$ cat src/rtl/hex_dec_display.sv
// Byte display driver: hex or leading-zero-suppressed decimal on a 4-digit
// multiplexed common-anode seven-segment display, fed by a double-dabble converter.
module hex_dec_display #(
    parameter int unsigned SCAN_DIV = 1024
) (
    input  logic       clk,
    input  logic       rst,
    input  logic [7:0] d_in,
    input  logic       dec_mode,
    output logic [3:0] an,
    output logic [6:0] seg,
    output logic       dp,
    output logic       busy
);

    localparam logic [1:0] S_IDLE = 2'd0;
    localparam logic [1:0] S_CONV = 2'd1;
    localparam logic [1:0] S_DONE = 2'd2;

    logic [1:0]  state_q, state_d;
    logic [7:0]  src_q, src_d;
    logic [7:0]  cap_q, cap_d;
    logic [11:0] work_q, work_d;
    logic [2:0]  iter_q, iter_d;
    logic [7:0]  shown_q, shown_d;
    logic [11:0] bcd_q, bcd_d;
    logic [15:0] div_q, div_d;
    logic [1:0]  idx_q, idx_d;
    logic [3:0]  an_q, an_d;
    logic [6:0]  seg_q, seg_d;
    logic        dp_q, dp_d;

    logic [11:0] adj;
    logic [3:0]  nib;
    logic        blank;

    function automatic logic [3:0] fix3(input logic [3:0] n);
        return (n >= 4'd5) ? n + 4'd3 : n;
    endfunction

    function automatic logic [6:0] glyph(input logic [3:0] n);
        logic [6:0] g;
        case (n)
            4'h0: g = 7'b1000000;
            4'h1: g = 7'b1111001;
            4'h2: g = 7'b0100100;
            4'h3: g = 7'b0110000;
            4'h4: g = 7'b0011001;
            4'h5: g = 7'b0010010;
            4'h6: g = 7'b0000010;
            4'h7: g = 7'b1111000;
            4'h8: g = 7'b0000000;
            4'h9: g = 7'b0010000;
            4'hA: g = 7'b0001000;
            4'hB: g = 7'b0000011;
            4'hC: g = 7'b1000110;
            4'hD: g = 7'b0100001;
            4'hE: g = 7'b0000110;
            default: g = 7'b0001110;
        endcase
        return g;
    endfunction

    // src shifts away during conversion, so cap holds the byte to commit
    always_comb begin
        state_d = state_q;
        src_d   = src_q;
        cap_d   = cap_q;
        work_d  = work_q;
        iter_d  = iter_q;
        shown_d = shown_q;
        bcd_d   = bcd_q;
        adj     = {fix3(work_q[11:8]), fix3(work_q[7:4]), fix3(work_q[3:0])};
        case (state_q)
            S_IDLE: begin
                if (d_in != shown_q) begin
                    src_d   = d_in;
                    cap_d   = d_in;
                    work_d  = '0;
                    iter_d  = '0;
                    state_d = S_CONV;
                end
            end
            S_CONV: begin
                {work_d, src_d} = {adj, src_q} << 1;
                iter_d = iter_q + 3'd1;
                if (iter_q == 3'd7) state_d = S_DONE;
            end
            S_DONE: begin
                shown_d = cap_q;
                bcd_d   = work_q;
                state_d = S_IDLE;
            end
            default: state_d = S_IDLE;
        endcase
    end

    always_comb begin
        div_d = div_q + 16'd1;
        idx_d = idx_q;
        if (div_q == 16'(SCAN_DIV - 1)) begin
            div_d = '0;
            idx_d = idx_q + 2'd1;
        end
    end

    always_comb begin
        nib   = '0;
        blank = 1'b1;
        case (idx_q)
            2'd2: begin
                nib   = bcd_q[11:8];
                blank = !dec_mode || (bcd_q[11:8] == 4'd0);
            end
            2'd1: begin
                nib   = dec_mode ? bcd_q[7:4] : shown_q[7:4];
                blank = dec_mode && (bcd_q[11:4] == 8'd0);
            end
            2'd0: begin
                nib   = dec_mode ? bcd_q[3:0] : shown_q[3:0];
                blank = 1'b0;
            end
            default: begin
                nib   = '0;
                blank = 1'b1;
            end
        endcase
        seg_d = blank ? 7'h7F : glyph(nib);
        an_d  = ~(4'b0001 << idx_q);
        dp_d  = !(!dec_mode && (idx_q == 2'd0));
    end

    always_ff @(posedge clk or posedge rst) begin
        if (rst) begin
            state_q <= S_IDLE;
            src_q   <= '0;
            cap_q   <= '0;
            work_q  <= '0;
            iter_q  <= '0;
            shown_q <= '0;
            bcd_q   <= '0;
            div_q   <= '0;
            idx_q   <= '0;
            an_q    <= '1;
            seg_q   <= '1;
            dp_q    <= 1'b1;
        end else begin
            state_q <= state_d;
            src_q   <= src_d;
            cap_q   <= cap_d;
            work_q  <= work_d;
            iter_q  <= iter_d;
            shown_q <= shown_d;
            bcd_q   <= bcd_d;
            div_q   <= div_d;
            idx_q   <= idx_d;
            an_q    <= an_d;
            seg_q   <= seg_d;
            dp_q    <= dp_d;
        end
    end

    assign an   = an_q;
    assign seg  = seg_q;
    assign dp   = dp_q;
    assign busy = (state_q != S_IDLE);

endmodule

$ cat config.mk
export PLATFORM = sky130hd
export DESIGN_NAME = hex_dec_display
export DESIGN_NICKNAME = d
export VERILOG_FILES = /design/src/rtl/hex_dec_display.sv
export SDC_FILE = /design/constraint.sdc
export NUM_CORES = 1
export LEC_CHECK = 0
export ABC_CLOCK_PERIOD_IN_PS = 2800
export CAP_MARGIN = 0
export CORE_AREA = 2 2 118 108
export CTS_CLUSTER_SIZE = 20
export DETAILED_ROUTE_END_ITERATION = 12
export DIE_AREA = 0 0 120 110
export PLACE_DENSITY_LB_ADDON = 0.3
export SKIP_LAST_GASP = 1
export SLEW_MARGIN = 10
export SYNTH_ARGS = -nofsm -noshare
export SYNTH_HDL_FRONTEND = slang
export SYNTH_SLANG_ARGS = --single-unit
$ cat constraint.sdc
create_clock -name clk -period 2.8 [get_ports clk]
set_input_delay 0.56 -clock clk [delete_from_list [all_inputs] [get_ports clk]]
set_output_delay 0.56 -clock clk [all_outputs]
set_load 0.05 [all_outputs]
== After elaboration in Yosys (flattened, before gate mapping) ==
Memory sizes are Yosys's and may differ from the RTL's.
Index checks and enable logic that the tools add are counted.
W data, S select, Z words.

* Bitwise logic cells: 1
* Multiplexer cells: 18
* $lt $le $gt $ge: 3
* Reduce and logical (&&, ||, !) cells: 14
* Shift operators: 1
* Add/subtract/negate cells: 6
* Equality and inequality tests: 9

{| class="wikitable"
|+ Operators by type and width
! kind !! count
|-
| $pmux W12 S2 || 1
|-
| $add A16 B1 Y16 const B || 1
|-
| $eq A16 B10 Y1 const B || 1
|-
| $mux W16 || 1
|-
| $mux W4 || 4
|-
| $pmux W8 S2 || 1
|-
| $ge A4 B3 Y1 const B || 3
|-
| $mux W12 || 1
|-
| $pmux W4 S3 || 1
|-
| $add A4 B2 Y4 const B || 2
|-
| $logic_not A8 Y1 || 1
|-
| $mux W8 || 1
|-
| $ne A8 B8 Y1 || 1
|-
| $mux W7 || 1
|-
| $mux W3 || 2
|-
| $pmux W3 S2 || 1
|-
| $reduce_and A2 Y1 || 3
|-
| $eq A2 B1 Y1 const B || 2
|-
| $eq A2 B2 Y1 const B || 2
|-
| $logic_not A2 Y1 || 2
|-
| $logic_not A4 Y1 || 1
|-
| $mux W2 || 2
|-
| $ne A2 B2 Y1 const B || 2
|-
| $not A4 Y4 || 1
|-
| 11 further kinds || 14
|}

* Memories kept: 1
* Bits in registers: 83
* Output and inout port bits: 13
* Input port bits: 11
* Memory bits (read-only): 112

{| class="wikitable"
|+ Memory list
! name !! words !! bits a word !! read ports !! clocked after memory_dff !! write ports !! RTL line !! text
|-
| (name not given) || 16 || 7 || 1 || 0 || 0 || 43 || <nowiki>case (n)</nowiki>
|}

== Logic depth before layout (Yosys ltp) ==
Gate-level depths: netlist of the first run.

* Word-level depth: 4
* Depth in mapped cells: 10
* Gate-level depth less buffers: 10

== Least setup slack after synthesis of the first run ==
OpenSTA, ideal clock, no wires.

* Kind: input to register
* Start: input port dec_mode
* End: register seg_q[3] (netlist: seg[3])
* Stages on the path: 9
* Data arrival time: 2363 ps
* Setup slack: 344 ps
* Buffers on the path: 1
* Cell sequence: buf_6 > mux2_2 > a222oi_1 > or2_2 > inv_1 > ha_1 > a21boi_0 > a2111oi_0 > a31oi_1

* Longest elaborated chain between the ends: 4
* Elaborated cells on any way between the ends: 9
* Those cells by class: 5 x mux; 3 x reduce/logical; 1 x memory

{| class="wikitable"
|+ RTL lines
! what !! RTL line !! text
|-
| from (decl) || 9 || <nowiki>input logic dec_mode,</nowiki>
|-
| $mux W4, or another cell as far along || 120 || <nowiki>nib = dec_mode ? bcd_q[3:0] : shown_q[3:0];</nowiki>
|-
| $pmux W4 S3 / $logic_or A1 B1 Y1 (equally long branches) || 110, 113 ||
|-
| $mem_v2 Z16 W7 / $pmux W1 S3 (equally long branches) || n/a ||
|-
| $mux W7 * || 128 || <nowiki>seg_d = blank ? 7'h7F : glyph(nib);</nowiki>
|-
| net seg_d[3] || 30 || <nowiki>logic [6:0] seg_q, seg_d;</nowiki>
|-
| to (signal assigned) || 158 || <nowiki>seg_q <= seg_d;</nowiki>
|-
| to (decl) || 30 ||
|}

The timed path passes the listed nets; every way through them passes the cells marked *.
A chain may end at the register's enable or synchronous reset.

== Final worst setup path of the first run ==
Ends and elaborated chain as after synthesis.

==> impl_metrics.yaml, run 1 <==
sta:
  setup_viol: 0
  clock_skew_ns: 0.009455
  hold_viol: 0
  worst_hold_slack_ns: 0.4761
  worst_slew_pin_slew_ns: 0.9145
  period_share_pct: 96.49
  relSlewSlack_pct: 39.03
  report.final.slew_viol_count: 0
  clock.fmax_mhz: 370.1
  min_period_ns: 2.702
routing:
  top_layer_used: "met4"
  vias: 2847
  route.detailed.drc: 0
  drt_pass1_iterations: 4
  wl_mm: 8.260
  post_drt_via_cell_ratio: 4.875
  drt_iter0_drc: 155
  met3_length_um: 186
  dr_wl_met2_mm: 3.846
  drtAntennaViolNets: 0
  wl_met1_mm: 4.142
  routedWlPerCell_um: 14.14
clocking:
  numCtsBuffers: 9
  clock_latency_ns: 0.33
  holdBufCountCts: 0
  cts_tree: "built"
  htree_levels: 3
  clk_pin_slew_ns: 0.06
  clockBufferDepth: 2
  clockRootBuffer: "clkbuf_16"
  cts.sinks: 83
floorplanning:
  dieArea_sq_um: 13200
  io_pins: 24
  core_area_sq_um: 11930
  die_h_um: 110
  die_w_um: 120
  rows: 38
  start_util_pct: 34.38
place:
  dpl-instance-area_sq_um: 4643
  gp_congestion: 0.8404
  io_buffers: 23
  hpwl_mm: 5.992
global_routing:
  overflow: 0
  grt_pass1_wl_mm: 14.38
  antenna_found_initial: 0
  grt_start_max_net_pins: 41
  track_usage_pct: 13.79
  grt_pass1_vias: 2962
worst_setup_path:
  cp_max_fo: 4
  r2r_slack_ns: 0.40
  critPathCapture: "seg[3]"
  r2r-end: "seg[3]"
  reg2reg_depth: 9
  critical_path_class: "in -> reg"
  worstPathArrival_ns: 2.94
  cp-end-kind: "flip-flop"
  cp-startpoint: "dec_mode"
  critPathLaunchType: "input pin"
  cp_data_required_time_ns: 3.04
  reg2reg_from: "idx_q[0]"
yosys:
  synth_cell_types: 46
  syn_nets: 410
  syn_area_sq_um: 4103
  netlist_instances: 379
  synth-seq-cells: 83
  ys_seq_area_share_pct: 50.99
  synth_edf_count: 0
  avgSynthCellArea_sq_um: 10.83
  async_flop_share_pct: 100.0
  synth_warnings: 0
  ys.flop_type: "dfrtp_1"
power_and_ir_drop:
  power_mw: 4.943
  ir_drop_mv: 0.3237
  power.leakage_nw: 2.173
  p_per_area_nw_per_um2: 999.3
job:
  max_cap_violations: 0
final_layout:
  nets: 450
  fillers: 1122
  final_common_cell: "dfrtp_1"
  antenna_cells: 0
  final_cell_mix: "dfrtp_1, nand2_1, mux2_2"
  utilization_pct: 41.44
  final_area_sq_um: 4946
  syn_to_final_growth_pct: 20.55
  drive_gt1_share_pct: 19.81
hold_path:
  min_path_type: "reg -> reg"
outcome:
  status: "finished clean"
[synth_stat cells (2+ instances only)]
cell | count | share of area (%)
nor4_1 | 2 | 0.30
a222oi_1 | 2 | 0.49
clkbuf_1 | 11 | 1.0
mux2_2 | 29 | 8.0
buf_2 | 2 | 0.24
and3_1 | 3 | 0.46
o21ai_0 | 28 | 3.4
and2_1 | 2 | 0.30
a21oi_1 | 9 | 1.1
nand2b_1 | 8 | 1.2
nor2_1 | 17 | 1.6
a31oi_1 | 5 | 0.76
xor2_1 | 10 | 2.1
a22oi_1 | 7 | 1.3
nand3_1 | 7 | 0.85
mux2i_1 | 4 | 0.98
dfrtp_1 | 71 | 43
a211o_1 | 2 | 0.43
nor2b_1 | 8 | 1.2
xnor2_1 | 17 | 3.6
o31ai_1 | 4 | 0.73
nand2_1 | 39 | 3.6
inv_1 | 21 | 1.9
a22o_1 | 8 | 1.7
o221ai_1 | 3 | 0.64
or2_2 | 3 | 0.46
dfstp_2 | 12 | 7.7
ha_1 | 20 | 6.1
nand4_1 | 4 | 0.61
nor3_1 | 5 | 0.61
[worst max-delay path, stage by stage]
cell and delay [ns]:
clkdlybuf4s50_1 0.58, mux2_2 0.36, a222oi_1 0.35, or2_2 0.19, inv_1 0.05, ha_1 0.20
a21boi_0 0.15, a2111oi_1 0.43, a31oi_1 0.08
[cell type report]
type / instances / area (sq um) / share of cell area [%]
clock buffers: 10 / 229.0 / 4.629
clock inverters: 6 / 72.57 / 1.467
inverters: 21 / 80.08 / 1.619
multi-input cells: 260 / 1872 / 37.84
flip-flops and latches: 83 / 2092 / 42.30
well taps: 160 / 200.2 / 4.048
repair buffers: 44 / 400.4 / 8.095
[timing repair]
action	4_1_cts	5_1_grt
setup endpoints to repair	0	1
buffers inserted	0	0
gates resized for setup	0	1
[kinds of logic (layout without fill, tap and decap cells)]
logic type	count (synthesis)	after routing	share of synthesized area, %
muxes	34	34	9.301
adders and majority gates	20	20	6.099
buffers and inverters	36	81	3.538
xor gates and xnor gates	27	27	5.764
DFF	83	83	50.99
AOI/OAI and AO/OA	77	77	12.35
and+or+nand+nor	102	102	11.95
[registers in the layout, summed over array words and instances, names as in the netlist, 4 cells and up]
| register | flops |
|---|---|
| cap_q | 8 |
| seg | 7 |
| div_q | 16 |
| bcd_q | 12 |
| src_q | 8 |
| work_q | 12 |
| shown_q | 8 |
| an | 4 |
[power breakdown]
part	internal (mW)	switching [mW]	total [mW]
Combinational	0.872	0.982	1.85
Clock	0.701	0.485	1.19
Sequential	1.61	0.289	1.90
[metrics by stage]
stage                      TNS, ns  std cells  setup WS (ns)
after floorplan                  0        379         0.1231
after global placement     -0.2354        568        -0.1012
after detailed placement   -0.7998        568        -0.2675
after CTS                        0        584        0.08477
after global routing      -0.03691        584       -0.03691
final                            0        584        0.09815
[worst min-delay path by stage]
stage          cells past startpoint  startpoint         to
4_1_cts                            1   div_q[15]  div_q[15]
3_3_place_gp                       1    div_q[4]   div_q[4]
2_1_floorplan                      1    div_q[4]   div_q[4]
5_1_grt                            1   div_q[15]  div_q[15]
3_5_place_dp                       1   div_q[15]  div_q[15]
6_report                           1   div_q[15]  div_q[15]
[metal layers]
| metal | track usage (%) | vias to the layer above |
|---|---|---|
| met2 | 22.61 | 33 |
| met4 | 4.034 | 0 |
| met1 | 18.47 | 1411 |
| met3 | 3.035 | 7 |
| met5 | 0 | - |
| li1 | - | 1396 |
(Power assumes the default switching activity.)
==> run 2, diff against run 1 <==
- SLEW_MARGIN: 10 -> unset
==> results of run 2 <==
The final DEF is identical to that of run 1; final timing and power are the same.
==> run 3, diff against run 2 <==
- CELL_PAD_IN_SITES_DETAIL_PLACEMENT: unset -> 1
- CELL_PAD_IN_SITES_GLOBAL_PLACEMENT: unset -> 2
- SLEW_MARGIN: unset -> 20
==> impl_metrics.yaml, run 3 (same netlist as run 1, synthesis figures left out) <==
sta:
  setup_viol: 0
  period_share_pct: 95.15
  setup_tns_ns: 0
  worst_hold_slack_ns: 0.4689
  worst_slew_pin_slew_ns: 0.6826
  clock.fmax_mhz: 375.3
  rsz0062_at_grt: "false"
  hold_viol: 0
  clock_skew_ns: 0.01040
  relSlewSlack_pct: 54.40
  fin_ws_ns: 0.1357
  report.final.slew_viol_count: 0
  min_period_ns: 2.664
clocking:
  clock_latency_ns: 0.34
  cts_tree: "built"
  holdBufCountCts: 0
  clockBufferDepth: 2
  clockRootBuffer: "clkbuf_16"
  cts.sinks: 83
  numCtsBuffers: 9
  post-cts-setup-buffers: 0
  clk_pin_slew_ns: 0.06
  htree_levels: 3
routing:
  met3_length_um: 311
  route.detailed.drc: 0
  top_layer_used: "met4"
  routedWlPerCell_um: 15.81
  dr_wl_met2_mm: 4.400
  drt_pass1_iterations: 5
  wl_mm: 9.246
  wl_met1_mm: 4.428
  post_drt_via_cell_ratio: 4.956
  drt_iter0_drc: 98
  drtAntennaViolNets: 0
  vias: 2899
worst_setup_path:
  cp-end-kind: "flip-flop"
  worstPathArrival_ns: 2.91
  critical_path_class: "in -> reg"
  critPathLaunchType: "input pin"
  cp_data_required_time_ns: 3.04
  cp_max_fo: 3
final_layout:
  largestRegisters: "div_q: 16 flops, bcd_q: 12 flops, work_q: 12 flops"
  final_common_cell: "dfrtp_1"
  final_cell_mix: "dfrtp_1, nand2_1, mux2_2"
  syn_to_final_growth_pct: 21.04
  largest_register_ffs: 16
  final_cell_count_no_fill: 585
  top_register: "div_q"
  nets: 451
  drive_gt1_share_pct: 20.24
  antenna_cells: 0
  final_area_sq_um: 4966
  utilization_pct: 41.61
place:
  dp_slack_ns: -0.1733
  gp_congestion: 0.7777
  hpwl_mm: 6.560
  dpl-instance-area_sq_um: 4651
  io_buffers: 23
  dp_cells: 569
floorplanning:
  rows: 38
  io_pins: 24
  dieArea_sq_um: 13200
  die_h_um: 110
  core_area_sq_um: 11930
  die_w_um: 120
  start_util_pct: 34.38
global_routing:
  grt_pass1_vias: 3100
  antenna_found_initial: 0
  grt_start_max_net_pins: 84
  overflow: 0
  grt_pass1_wl_mm: 15.70
  track_usage_pct: 15.43
hold_path:
  min_path_type: "reg -> reg"
outcome:
  status: "finished clean"
power_and_ir_drop:
  ir_drop_mv: 0.3317
  power_mw: 5.053
  p_per_area_nw_per_um2: 1018
  power.leakage_nw: 2.192
job:
  max_cap_violations: 0
run 3: power by group:
group | switching (mW) | total [mW] | internal, mW
combinational | 1.03 | 1.92 | 0.888
sequential | 0.281 | 1.90 | 1.61
clock | 0.477 | 1.24 | 0.761
total | 1.79 | 5.05 | 3.26
run 3: worst paths after layout:
check                      startpoint       end  slack [ns]  depth (start not counted)
setup / recovery             dec_mode    seg[3]        0.14                          9
hold reg to reg              div_q[4]  div_q[4]        0.47                          1
max in group asynchronous         rst    seg[6]        1.78                          3
hold / removal               div_q[4]  div_q[4]        0.47                          1
setup reg to reg             idx_q[0]    seg[5]        0.34                         10
min in group asynchronous         rst  cap_q[5]        0.64                          3
run 3: layer usage:
metal  global-route usage (%)  vias up
li1                         -     1402
met5                        0        -
met4                    4.538        0
met1                    19.90     1459
met2                    25.69       33
met3                    4.115        5
run 3: critical path, cell delays in order:
cell	delay [ns]
clkdlybuf4s50_1	0.51
mux2_2	0.35
a222oi_1	0.36
or2_2	0.19
inv_1	0.06
ha_1	0.22
a21boi_0	0.17
a2111oi_1	0.40
a31oi_1	0.08
run 3: area by class of cell:
cell class              instances  area, sq um
clock inverters                 4        47.55
fillers                      1304         6968
flip-flops and latches         83         2092
multi-input cells             260         1872
well taps                     160        200.2
inverters                      21        80.08
repair buffers                 45        407.9
clock buffers                  12        266.5
run 3: timing repair:
action,in CTS,in global routing
endpoints found under the setup margin,0,1
endpoints found under the hold margin,0,0
gates resized for setup,0,1
